===== src/rtl/data_memory_arbiter.sv =====
// rtl/data_memory_arbiter.sv - shares the single-port data memory between core EX stage and debug port
// Core has priority; debug wins on halt or after STARVE_LIMIT consecutive losing cycles.
module data_memory_arbiter #(
  parameter int ADDR_WIDTH   = 10,
  parameter int XLEN         = 32,
  parameter int STARVE_LIMIT = 4
) (
  input  logic                  clock,
  input  logic                  reset,
  input  logic                  core_req,
  input  logic                  core_we,
  input  logic [ADDR_WIDTH-1:0] core_addr,
  input  logic [XLEN-1:0]       core_wdata,
  output logic [XLEN-1:0]       core_rdata,
  output logic                  core_stall,
  input  logic                  dbg_req,
  input  logic                  dbg_we,
  input  logic [ADDR_WIDTH-1:0] dbg_addr,
  input  logic [XLEN-1:0]       dbg_wdata,
  input  logic                  dbg_halt,
  output logic                  dbg_ready,
  output logic                  dbg_rvalid,
  output logic [XLEN-1:0]       dbg_rdata,
  output logic [ADDR_WIDTH-1:0] mem_addr,
  output logic [XLEN-1:0]       mem_wdata,
  output logic                  mem_wren,
  input  logic [XLEN-1:0]       mem_q
);

  localparam logic [3:0] LIMIT = 4'(STARVE_LIMIT);

  logic [3:0] starve_cnt;
  logic       dbg_rd_q;
  logic       grant_dbg;
  logic       grant_core;

  // Grants are qualified by reset so every request-derived output is low while reset is held.
  always_comb begin
    grant_dbg  = reset && dbg_req && (!core_req || dbg_halt || (starve_cnt == LIMIT));
    grant_core = reset && core_req && !grant_dbg;
  end

  always_comb begin
    core_stall = reset && core_req && grant_dbg;
    dbg_ready  = grant_dbg;
    mem_addr   = core_addr;
    mem_wdata  = core_wdata;
    mem_wren   = grant_core && core_we;
    if (grant_dbg) begin
      mem_addr  = dbg_addr;
      mem_wdata = dbg_wdata;
      mem_wren  = dbg_we;
    end
  end

  always_ff @(posedge clock or negedge reset) begin
    if (!reset) begin
      starve_cnt <= 4'd0;
      dbg_rd_q   <= 1'b0;
    end else begin
      dbg_rd_q <= grant_dbg && !dbg_we;
      if (!dbg_req || grant_dbg)
        starve_cnt <= 4'd0;
      else if (starve_cnt != LIMIT)
        starve_cnt <= starve_cnt + 4'd1;
    end
  end

  always_comb begin
    core_rdata = mem_q;
    dbg_rvalid = dbg_rd_q;
    dbg_rdata  = dbg_rd_q ? mem_q : '0;
  end

endmodule

===== config.mk =====
export PLATFORM = sky130hd
export DESIGN_NAME = data_memory_arbiter
export DESIGN_NICKNAME = d
export VERILOG_FILES = /design/src/rtl/data_memory_arbiter.sv
export SDC_FILE = /design/constraint.sdc
export NUM_CORES = 1
export LEC_CHECK = 0
export CELL_PAD_IN_SITES_DETAIL_PLACEMENT = 2
export CELL_PAD_IN_SITES_GLOBAL_PLACEMENT = 2
export CORE_AREA = 5 5 114 143
export DETAILED_ROUTE_END_ITERATION = 6
export DIE_AREA = 0 0 119 148
export GPL_TIMING_DRIVEN = 0
export HOLD_SLACK_MARGIN = 0.06
export PLACE_DENSITY = 0.93
export SYNTH_ARGS = -nofsm -noshare
export SYNTH_HDL_FRONTEND = slang
export SYNTH_SLANG_ARGS = --single-unit

===== constraint.sdc =====
create_clock -name clock -period 2.77 [get_ports clock]
set_input_delay 0.831 -clock clock [delete_from_list [all_inputs] [get_ports clock]]
set_output_delay 0.831 -clock clock [all_outputs]
set_load 0.03 [all_outputs]

==> Word-level counts from Yosys, hierarchy flattened <==
Cells that the tools add are included.
{ "op_classes": {"n_reduce_logical": 15, "eq_ne": 2, "n_addsub": 1, "mux": 6} }
{ "op_table": {"columns": ["operator", "n"], "rows": [
  ["32-bit two-way mux", 2],
  ["10-bit two-way mux", 1],
  ["4-bit two-way mux", 2],
  ["1-bit logical AND", 7],
  ["4-bit by 1-bit adder with 4-bit output (second input constant)", 1],
  ["4-bit by 3-bit equality test with 1-bit output (second input constant)", 1],
  ["1-bit logical NOT", 4],
  ["4-bit by 3-bit != test with 1-bit output (second input constant)", 1],
  ["1-bit logical OR", 3],
  ["2-bit nonzero test", 1],
  ["1-bit two-way mux", 1]
]} }
{ "totals": {"register_bits": 5, "inputBits": 123, "word_cells": 26, "out_inout_bits": 110} }

==> Logic depth before layout (Yosys ltp) <==
Gate-level depths: netlist (run 1).
{ "depth": {"ltp_word": 8, "depth_mapped": 7, "depth_no_buf": 5} }

==> Least setup slack after synthesis (run 1) <==
Ideal clock, no wire load.
{ "synth_timing": {"path_type": "input-to-output", "from": "in dbg_halt", "to": "out mem_wdata[24]", "t_required_ns": 1.939, "n_path_buf": 2, "setup_slack_ns": 0.066, "t_arrival_ns": 1.873, "stages": 5, "cell_sequence": "nand2b_1 -> o211a_1 -> buf_6 -> buf_6 -> mux2_4"} }
{ "synth_between": {"elab_chain_len": 4} }
{ "synth_rtl": {"columns": ["element", "line", "text"], "rows": [
  ["start: declaration", "20", "input logic dbg_halt,"],
  ["1-bit logical OR (2 in a row)", "39", "grant_dbg = reset && dbg_req && (!core_req || dbg_halt || (starve_cnt == LIMIT));"],
  ["1-bit logical AND", "39", null],
  ["named net dbg_ready", "21", "output logic dbg_ready,"],
  ["32-bit two-way mux", "49", "if (grant_dbg) begin"],
  ["end: declaration", "25", "output logic [XLEN-1:0] mem_wdata,"]
]} }
The timed path passes the listed nets, and every way through them passes these cells.

==> Worst setup path after layout (run 1) <==
{ "layout_timing": {"from": "in dbg_halt", "to": "out mem_wdata[1]"} }
{ "layout_between": {"elab_chain_len": 4} }
{ "layout_rtl": {"columns": ["element", "line"], "rows": [
  ["1-bit logical OR (2 in a row)", "39"],
  ["1-bit logical AND", "39"],
  ["32-bit two-way mux", "49"]
]} }
No other way between the ends.

==> summary.md, run 1 <==
| Metric | Value |
|---|---|
| Part of the cycle the worst path needs | `1.05` |
| Post-DRT Antenna Nets | `0` |
| Synth Area per Inst | `10.1 µm²` |
| Worst Hold Class | `in2async` |
| Setup crit start kind | `input pin` |
| Storage cell area | `125 µm²` |
| #FFs+latches synth | `5` |
| Htree depth | `1` |
| CTS tree | `built` |
| Remaining Overflow, GRT | `0` |
| End-of-flow core utilization | `0.288` |
| Setup Viol. Count Final | `39` |
| Clock Latency Late Sink | `230 ps` |
| Initial antenna violation count | `0` |
| Synthesized net count | `269` |
| CP required | `roughly 1900 ps` |
| Post-Syn Area | `roughly 0.0015 mm²` |
| Largest net degree at the start of global routing | `11` |
| Mapped Cells | `144` |
| Worst vdd ir | `0.000173 V` |
| Static leakage | `0.00205 µW` |
| Worst Max-Slew Pin Slew | `340 ps` |
| Worst reg2reg path depth | `7` |
| Normalized max-slew margin | `0.771` |
| Status | `complete, but fails checks` |
| CTS clock-pin slew for the worst setup and hold paths | `roughly 30 ps` |
| P_int | `692 µW` |
| Max FO, Critical Path | `5` |
| Final wirelength | `9650 µm` |
| Register area share after synthesis | `0.0862` |
| NumNets Final | `517` |
| Fill cells | `1,646` |
| WL per Instance | `between 15 and 20 µm` |
| Clk buf depth | `2` |
| Final instance area | `0.00425 mm²` |
| Vias | `2,042` |
| Multi-input logic area | `~0.001 mm²` |
| Worst reg-to-reg setup slack | `~1200 ps` |
| Unrepaired setup endpoints after global routing | `yes` |
| Dpl cell area | `0.00400 mm²` |
| DRC | `0` |
| Worst setup EP type | `output port` |
| Pwr per Cell Area | `254 mW/mm²` |
| Commonest cells after routing, fill and taps aside | `119 x clkdlybuf4s50_1, 63 x dlygate4sd2_1, 45 x buf_6, 38 x mux2_4, 38 x buf_4` |
| WP data arrival | `2070 ps` |
| Die area | `around 0.018 mm²` |
| Hold Fails Final Rpt | `0` |
| Total power | `1080 µW` |
| Tmin final | `2900 ps` |
| Inserted Clock Buffers | `3` |
| Vias in the first global route | `2,552` |
| Antenna diode count | `0` |
| GR Util All Layers | `0.104` |
| First-pass GRT wire length | `14,200 µm` |
| Core area | `0.0148 mm²` |
| Top-area cell type share of the netlist area | `0.372` |
| Ports | `233` |
| Clock power frac | `0.224` |
| Root buffer cell | `clkbuf_16` |
| Synth unique cells | `23` |
| Proportion of power drawn by combinational gates | `0.702` |
| Part of the power in registers | `0.074` |
| Starting DRT DRC Count | `11` |
| F_max | `0.344 GHz` |
| Max-slew violations | `0` |
| Synth top area cells | `mux2_4 37%, buf_4 17%, and2_1 14%` |
| Max-cap viol count | `0` |
| Core Rows | `50` |
| Setup crit start | `dbg_halt` |
| Detail Placement HPWL | `~8200 µm` |
| # port buffers | `232` |
| CTS Sinks | `5` |
| Area Overhead vs Synth | `193%` |
| Synth area leader | `mux2_4` |
| Setup ws final | `-134 ps` |
| DR pass1 iterations | `3` |
| Most common cell after layout, fill and taps aside | `clkdlybuf4s50_1` |
| Layout cells sized above 1 | `0.389` |
| Sw Share | `0.358` |
| Clk_skew | `a little under 3 ps` |
| Crit Path Category | `in2out` |
| Die height | `148 µm` |
| Initial core utilization | `0.0983` |
| Die width | `119 µm` |
| Final Wtd Congestion | `0.830` |
| Failing checks | `setup timing` |
| Yosys warning count | `0` |
| Routed vias/inst | `3.56` |
| Switching power total | `just under 400 µW` |
| RR Startpoint | `starve_cnt[0]` |
==> per-stage QoR <==
stage,setup TNS [ps],setup slack [ps],hold WS (ps),instances
finish,-4440,-134,440,573
detailed placement,-57130,-1070,709,558
CTS,-6240,-234,434,576
global route,-5540,-160,444,573
global placement,-54500,-1050,676,558
floorplan,0,65.7,535,144
==> path summary, 6_finish.rpt <==
path | end
max reg2reg | dbg_rvalid
min reg2reg | starve_cnt[3]
max in group asynchronous | dbg_rvalid
min in group clock | starve_cnt[3]
min | starve_cnt[0]
max | mem_wdata[1]
==> repair_timing <==
action,4_1_cts,5_1_grt
endpoints found under the setup margin,109,46
hold buffers,0,0
resized for setup,412,6
pin swaps,3,1
gates cloned,6,0
setup buffers,8,3
==> cell families after synthesis <==
family / after synthesis / synth area share
adder cells (fa/ha/maj): 2 / 0.0172
XOR/XNOR: 2 / 0.0121
flip-flops: 5 / 0.0862
AO/OA/AOI/OAI: 4 / 0.0216
AND/OR/NAND/NOR: 44 / 0.191
buffers and inverters: 43 / 0.238
multiplexers: 44 / 0.434
==> layout make-up <==
cell class | instances | area share
well taps | 182 | 0.0536
flip-flops and latches | 5 | 0.0294
multi-input cells | 96 | 0.240
repair buffers | 243 | 0.573
clock buffers | 4 | 0.0185
plain buffers | 40 | 0.0827
inverters | 3 | 0.00265
==> cells in the mapped netlist <==
cell type / instances
a32o_1: 1
and2_1: 33
and3_1: 4
and3b_4: 1
buf_12: 3
buf_4: 32
buf_6: 2
clkbuf_1: 3
dfrtp_1: 5
ha_1: 2
inv_1: 3
mux2_2: 8
mux2_4: 36
nand2_1: 1
nand2b_1: 1
nand3_1: 1
nand3b_1: 1
nor2_1: 1
nor2b_1: 1
o211a_1: 1
o21ai_0: 1
o22ai_1: 1
xnor2_1: 2
==> registers in the layout, summed over array words and instances, names as in the netlist <==
register	flops
starve_cnt	4
dbg_rvalid	1
==> critical path, stage by stage <==
cell	delay, ps
buf_6	90
nand2b_4	140
o211a_4	280
buf_12	150
buf_12	130
mux2_4	300
buf_6	140
==> routing by layer <==
layer,vias up,GRT usage,wire length (µm)
li1,945,-,-
met1,901,0.0870,3040
met2,188,0.208,5140
met3,8,0.0498,1320
met4,0,0.0359,157
met5,-,0,0
==> power groups by stage <==
stage	clock network (µW)	logic, µW	registers, µW
2_1_floorplan	0	348	80.9
3_5_place_dp	0	726	81.7
6_report	241	757	79.7
5_1_grt	250	795	80.2
4_1_cts	245	781	79.6
3_3_place_gp	0	712	81.2
Note: power is estimated with default switching activity, not from simulation.
==> run 2: changes to the inputs <==
--- a/config.mk
+++ b/config.mk
@@ -8,6 +8,7 @@
 export CELL_PAD_IN_SITES_DETAIL_PLACEMENT = 2
 export CELL_PAD_IN_SITES_GLOBAL_PLACEMENT = 2
 export CORE_AREA = 5 5 114 143
+export CTS_CLUSTER_SIZE = 28
 export DETAILED_ROUTE_END_ITERATION = 6
 export DIE_AREA = 0 0 119 148
 export GPL_TIMING_DRIVEN = 0
==> results of run 2 <==
Same layout as run 1: the final DEF is identical, and so are final timing and power.
==> run 3: changes to the inputs <==
--- a/config.mk
+++ b/config.mk
@@ -8,12 +8,14 @@
 export CELL_PAD_IN_SITES_DETAIL_PLACEMENT = 2
 export CELL_PAD_IN_SITES_GLOBAL_PLACEMENT = 2
 export CORE_AREA = 5 5 114 143
+export CTS_CLUSTER_DIAMETER = 30
 export CTS_CLUSTER_SIZE = 28
 export DETAILED_ROUTE_END_ITERATION = 6
 export DIE_AREA = 0 0 119 148
 export GPL_TIMING_DRIVEN = 0
 export HOLD_SLACK_MARGIN = 0.06
 export PLACE_DENSITY = 0.93
+export SLEW_MARGIN = 20
 export SYNTH_ARGS = -nofsm -noshare
 export SYNTH_HDL_FRONTEND = slang
 export SYNTH_SLANG_ARGS = --single-unit
==> results of run 3 <==
Same layout as run 1: the final DEF is identical, and so are final timing and power.
